--- config.mk ---
export PLATFORM = sky130hd
export DESIGN_NAME = if_stage
export DESIGN_NICKNAME = d
export VERILOG_FILES = /design/src/rtl/if_stage_pkg.sv /design/src/rtl/if_stage.sv
export SDC_FILE = /design/constraint.sdc
export NUM_CORES = 1
export LEC_CHECK = 0
export BUFFER_PORTS_ARGS = -buffer_cell sky130_fd_sc_hd__buf_2
export CORE_ASPECT_RATIO = 0.9
export CORE_MARGIN = 3
export CORE_UTILIZATION = 46
export CTS_BUF_LIST = sky130_fd_sc_hd__clkbuf_4 sky130_fd_sc_hd__clkbuf_8
export CTS_CLUSTER_DIAMETER = 40
export DETAILED_ROUTE_END_ITERATION = 12
export PLACE_DENSITY_LB_ADDON = 0.05
export SYNTH_ARGS = -nofsm -noshare
export SYNTH_HDL_FRONTEND = slang
export SYNTH_SLANG_ARGS = --single-unit
--- constraint.sdc ---
create_clock -name clk -period 2.84 [get_ports clk]
set_input_delay 0.284 -clock clk [delete_from_list [all_inputs] [get_ports clk]]
set_output_delay 0.284 -clock clk [all_outputs]
set_load 0.005 [all_outputs]
--- src/rtl/if_stage_pkg.sv ---
// Shared definitions for the fetch stage: reset PC, bus widths, branch bus layout, NOP.
package if_stage_pkg;

    localparam logic [31:0] RESET_PC        = 32'h1bff_fffc;
    localparam int          FS_TO_DS_BUS_WD = 64;
    localparam int          BR_BUS_WD       = 34;

    // andi $r0, $r0, 0
    localparam logic [31:0] INST_NOP        = 32'h0340_0000;

    typedef struct packed {
        logic        br_stall;
        logic        br_taken;
        logic [31:0] br_target;
    } br_bus_t;

    typedef struct packed {
        logic [31:0] inst;
        logic [31:0] pc;
    } fs_to_ds_t;

    function automatic logic [31:0] next_seq_pc(input logic [31:0] pc);
        return pc + 32'd4;
    endfunction

endpackage

--- src/rtl/if_stage.sv ---
// Pre-IF + IF stage: next-PC generation, instruction SRAM requests and the IF latch.
// Define IF_INST_BUF_EN to hold stalled instructions in a skid buffer instead of re-reading the SRAM.
module if_stage
    import if_stage_pkg::*;
(
    input  logic                       clk,
    input  logic                       reset,
    input  logic                       ds_allowin,
    input  logic                       br_stall,
    input  logic                       br_taken,
    input  logic [31:0]                br_target,
    output logic                       inst_sram_en,
    output logic [3:0]                 inst_sram_we,
    output logic [31:0]                inst_sram_addr,
    output logic [31:0]                inst_sram_wdata,
    input  logic [31:0]                inst_sram_rdata,
    output logic                       fs_to_ds_valid,
    output logic [FS_TO_DS_BUS_WD-1:0] fs_to_ds_bus
);

    logic [31:0] fs_pc_reg;
    logic [31:0] fs_pc_next;
    logic        fs_valid_reg;
    logic        fs_valid_next;

    logic [31:0] seq_pc;
    logic [31:0] nextpc;
    logic        to_fs_valid;
    logic        fs_allowin;
    logic        fetch_fire;
    logic [31:0] fs_inst;
    fs_to_ds_t   fs_bus;

    assign seq_pc = next_seq_pc(fs_pc_reg);
    assign nextpc = br_taken ? br_target : seq_pc;

    // A redirect cancels the IF instruction, so it is always accepted and overrides br_stall.
    assign fs_allowin  = ~fs_valid_reg | ds_allowin | br_taken;
    assign to_fs_valid = ~reset & (~br_stall | br_taken);
    assign fetch_fire  = to_fs_valid & fs_allowin;

    always_comb begin
        fs_pc_next    = fs_pc_reg;
        fs_valid_next = fs_valid_reg;
        if (fetch_fire) begin
            fs_pc_next    = nextpc;
            fs_valid_next = 1'b1;
        end else if (fs_allowin) begin
            fs_valid_next = 1'b0;
        end
    end

    always_ff @(posedge clk) begin
        if (reset) begin
            fs_pc_reg    <= RESET_PC;
            fs_valid_reg <= 1'b0;
        end else begin
            fs_pc_reg    <= fs_pc_next;
            fs_valid_reg <= fs_valid_next;
        end
    end

`ifdef IF_INST_BUF_EN
    logic [31:0] inst_buf_reg;
    logic [31:0] inst_buf_next;
    logic        buf_valid_reg;
    logic        buf_valid_next;
    logic        ds_stall;

    assign ds_stall = fs_valid_reg & ~ds_allowin & ~br_taken;

    // Capture rdata on the first stalled cycle; the SRAM is idle afterwards.
    always_comb begin
        inst_buf_next  = inst_buf_reg;
        buf_valid_next = buf_valid_reg;
        if (ds_allowin || br_taken) begin
            buf_valid_next = 1'b0;
        end else if (ds_stall && !buf_valid_reg) begin
            inst_buf_next  = inst_sram_rdata;
            buf_valid_next = 1'b1;
        end
    end

    always_ff @(posedge clk) begin
        if (reset) begin
            inst_buf_reg  <= 32'b0;
            buf_valid_reg <= 1'b0;
        end else begin
            inst_buf_reg  <= inst_buf_next;
            buf_valid_reg <= buf_valid_next;
        end
    end

    assign fs_inst        = buf_valid_reg ? inst_buf_reg : inst_sram_rdata;
    assign inst_sram_en   = fetch_fire;
    assign inst_sram_addr = nextpc;
`else
    // Without a buffer, keep rdata stable by re-reading fs_pc while IF is held.
    assign fs_inst        = inst_sram_rdata;
    assign inst_sram_en   = ~reset & (fetch_fire | fs_valid_reg);
    assign inst_sram_addr = fetch_fire ? nextpc : fs_pc_reg;
`endif

    assign inst_sram_we    = 4'b0;
    assign inst_sram_wdata = 32'b0;

    assign fs_bus.inst     = fs_inst;
    assign fs_bus.pc       = fs_pc_reg;
    assign fs_to_ds_valid  = fs_valid_reg & ~br_taken;
    // An empty IF presents an all-zero bus, including right after reset.
    assign fs_to_ds_bus    = fs_valid_reg ? fs_bus : '0;

endmodule

# Word-level counts from Yosys, hierarchy flattened
# Cells that the tools add are included.
[word_totals] reg_bits=33 inputBits=69 elab_cells=21
[op_classes] add_sub_neg=1 n_mux=5 n_bitwise=12 n_reduce_logical=1
[op_table] op="32-bit two-way mux" n=2
[op_table] op="64-bit two-way mux" n=1
[op_table] op="32-bit by 3-bit adder with 32-bit output (second input constant)" n=1
[op_table] op="1-bit AND" n=4
[op_table] op="1-bit NOT" n=4
[op_table] op="1-bit OR" n=4
[op_table] op="1-bit two-way mux" n=2
[op_table] op="2-bit nonzero test" n=1

# Depth between registers and ports, before layout
[logic_depth] ltp_word=6 ltp_mapped=8

# Worst setup path before layout
# No wires, ideal clock.
[synth_path] path_type="reg-to-output" from="register fs_pc_reg[2]" to="output inst_sram_addr[28]" t_arrival_ps=1851 required_time_ps=2556 slack_ps=705 stages_incl_launch_ff=7 cell_sequence="dfxtp_1 ha_1 nand4_4 or4_4 nor4_2 mux2i_1 a221oi_2"
[synth_via] elab_chain_len=3
[synth_rtl] element="start: declaration" line_no="if_stage.sv:21" source="logic [31:0] fs_pc_reg;"
[synth_rtl] element="start signal: assignment" line_no="if_stage.sv:58" source="fs_pc_reg <= fs_pc_next;"
[synth_rtl] element="32-bit by 3-bit adder with 32-bit output" line_no="if_stage_pkg.sv:23" source="return pc + 32'd4;"
[synth_rtl] element="32-bit two-way mux" line_no="if_stage.sv:35" source="assign nextpc = br_taken ? br_target : seq_pc;"
[synth_rtl] element="32-bit two-way mux"
[synth_rtl] element="end: declaration" line_no="if_stage.sv:14" source="output logic [31:0] inst_sram_addr,"
# No other way between the ends.

# Worst setup path in the final report
[layout_path] from="register fs_pc_reg[3]" to="output inst_sram_addr[28]"
# Same word-level chain as after synthesis.

==> impl_metrics.csv <==
group,metric,value,unit
critical_path,arrival,2.40,ns
flow_run,maxCapViolCount,0,
cts,cts_tree,"yes",
synthesis,synthXorXnorAreaFrac,0.0178,
synthesis,synth.top_cells.by_area,"dfxtp_1, and2_1, buf_4",
drt,wl_per_cell,16.3,µm
drt,vias,3850,
synthesis,synth_warnings,0,
timing,setup_viol,0,
power,p_leak,0.00214,µW
floorplan,fp.dieW,97.1,µm
timing,fin_crit,2.69,ns
cts,cts_setup_buffers,0,
cts,cts_max_path_buffers,2,
timing,relSlewSlack,0.380,
grt,antenna_found_initial,0,
critical_path,r2r_slack,0.75,ns
synthesis,synthMuxAreaShare,0.0583,
placed_design,place_ws,0.352,ns
synthesis,synth_top_cells_by_count,"and2_1, nor2_1, nand2_1",
timing,worstMarginPinSlew,0.927,ns
finish,layout.nets,693,
critical_path,worstPathMaxFanout,6,
worst_hold_path,whs_path_depth,2,
synthesis,ys.flop_type,"dfxtp_1",
cts,clk_pin_slew,0.08,ns
floorplan,rows,29,
timing,setup-tns-final,0,ns
synthesis,synth_edf_count,0,
power,p_total,1550,µW
floorplan,ios,203,
placed_design,dp_hpwl,8.92,mm
cts,post_cts_resized,0,
power,power.internal,954,µW
cts,hold_buffers,0,
floorplan,initial_core_util,0.481,
timing,fin_crit_sh,0.946,
status,status,"completed",
power,p_seq_frac,0.356,
critical_path,reg2reg_depth,6,
critical_path,crit_slowest_cell,"or4_4",
placed_design,gp_congestion,0.877,
placed_design,io_buffers,166,
floorplan,die_height,88.0,µm
cts,cts_buffers,5,
timing,fmax,0.372,GHz
synthesis,synth_compound_area_frac,0.193,
power,sw_frac_of_total,0.385,
floorplan,core_area,0.00715,mm²
finish,largest_reg_flops,32,
critical_path,cp_slowest_stage_delay,0.51,ns
placed_design,post-place-cells,709,
synthesis,synth_top_area_cell,"dfxtp_1",
synthesis,syn_area,0.00344,mm²
cts,htree_num_levels,2,
synthesis,synth_top_family_by_area,"simple AND/OR/NAND/NOR gates",
critical_path,setup.worst_path.end_class,"output port",
floorplan,dieArea,0.00854,mm²
synthesis,async_flop_share,0,
timing,setup_ws,0.153,ns
critical_path,path_cells,"ha_2 > nand4_4 > or4_4 > nor4_4 > mux2i_1 > a221oi_2 > buf_2",
critical_path,crit_required,2.56,ns
finish,stdcell_area,0.00429,mm²
finish,num_antenna_cells,0,
synthesis,synth-adder-area-share,0.00364,
synthesis,ys_ff_latch,33,
cts,root_buffer,"clkbuf_8",
drt,drt_wl_total,11.7,mm
grt,grt_overflow,0,
finish,syn_to_final_growth,25.0,%
timing,hold_viol,0,
synthesis,ys_seq_area_frac,0.192,
synthesis,synthSimpleGateAreaFrac,0.393,
grt,grt_pass1_wl,18.0,mm
power,ir_drop,0.203,mV
cts,cts_num_sinks,33,
synthesis,yosysMostFrequentCell,"and2_1",
timing,rsz0062_at_grt,"false",
timing,fin_skew,0.00908,ns
worst_hold_path,worstHoldStart,"br_target[10]",
critical_path,crit_type,"register to output port",
worst_hold_path,hp-class,"input port to register",
critical_path,cp-start-kind,"register",
power,p_per_area,361,mW/mm²
timing,slew_violations,0,
synthesis,synth_top_area_share,0.192,
cts,clock_latency,0.29,ns
power,comb_power_share,0.405,
synthesis,synth.distinct_cells,63,
grt,grt_max_degree,58,
power,pwr-share-clk,0.239,
grt,grt_util_all_layers,0.257,
finish,final_cells,717,
synthesis,postSynthCellCount,477,
drt,drtIter0Drc,238,
synthesis,avgSynthCellArea,7.20,µm²
critical_path,reg2reg_from,"fs_valid_reg",
grt,grt_pass1_vias,3445,
finish,layout-drive-gt1-share,0.340,
power,power_switching,596,µW
placed_design,place_area,0.00419,mm²
drt,route.detailed.drc,0,
critical_path,timing.rr.end,"fs_pc_reg[29]",
drt,ant_nets,0,
drt,dr.pass1.iters,8,
worst_hold_path,min_to,"fs_pc_reg[10]",
drt,vias_per_cell,5.37,
==> stage by stage <==
stage / utilization / hold WS [ns]
finish: 0.601 / 0.224
CTS: 0.598 / 0.217
floorplan: - / 0.406
global placement: 0.586 / 0.466
global route: 0.601 / 0.239
detailed placement: 0.586 / 0.471
==> layer usage <==
metal	track usage	share of wire	vias to the layer above
met5	0	0	-
li1	-	-	1898
met1	0.336	0.43	1772
met2	0.448	0.49	172
met3	0.0454	0.073	8
met4	0.0536	0.0054	0
==> placed cells by master (no fill, tap or decap), drive strengths merged, types with 15 or more instances in the layout <==
cell / instances
a21oi: 15
and2: 62
conb: 36
nand2: 40
buf: 180
mux2i: 20
nor2: 52
dfxtp: 33
a22oi: 18
==> worst max path at each step <==
stage / slack [ns] / cells after the start / startpoint / end
detailed placement: 0.35 / 7 / fs_pc_reg[2] / inst_sram_addr[28]
floorplan: 0.71 / 6 / fs_pc_reg[2] / inst_sram_addr[28]
global placement: 0.38 / 7 / fs_pc_reg[2] / inst_sram_addr[28]
finish: 0.15 / 7 / fs_pc_reg[3] / inst_sram_addr[28]
CTS: 0.01 / 7 / fs_pc_reg[2] / inst_sram_addr[28]
global route: 0.05 / 6 / fs_pc_reg[9] / inst_sram_addr[28]
==> cell families after synthesis <==
group,Yosys count
AOI/OAI and AO/OA,92
xor gates and xnor gates,7
buffers and inverters,90
and+or+nand+nor,233
other,1
adders and majority gates,1
DFF,33
muxes,20
==> worst max-delay path, delay by kind of cell (launching register included) <==
family	cells	cell delay (ns)
AND/OR/NAND/NOR	3	0.89
flip-flops	1	0.38
AO/OA/AOI/OAI	1	0.28
adder cells (fa/ha/maj)	1	0.24
buffers and inverters	1	0.18
multiplexers	1	0.12
==> cell type report <==
cell class	count	area (µm²)
multi-input cells	389	2440
flip-flops and latches	33	663
clock inverters	2	10.0
fillers	713	2850
clock buffers	6	76.3
inverters	14	52.6
well taps	93	116
repair buffers	180	936
==> power groups by stage <==
stage                     clock network (µW)  logic, µW  registers [µW]
after global routing                     387        695             559
after global placement                     0        612             558
after detailed placement                   0        619             560
after CTS                                376        621             549
after floorplan                            0        430             535
final                                    371        628             551
Power figures use the tool's default switching activity.
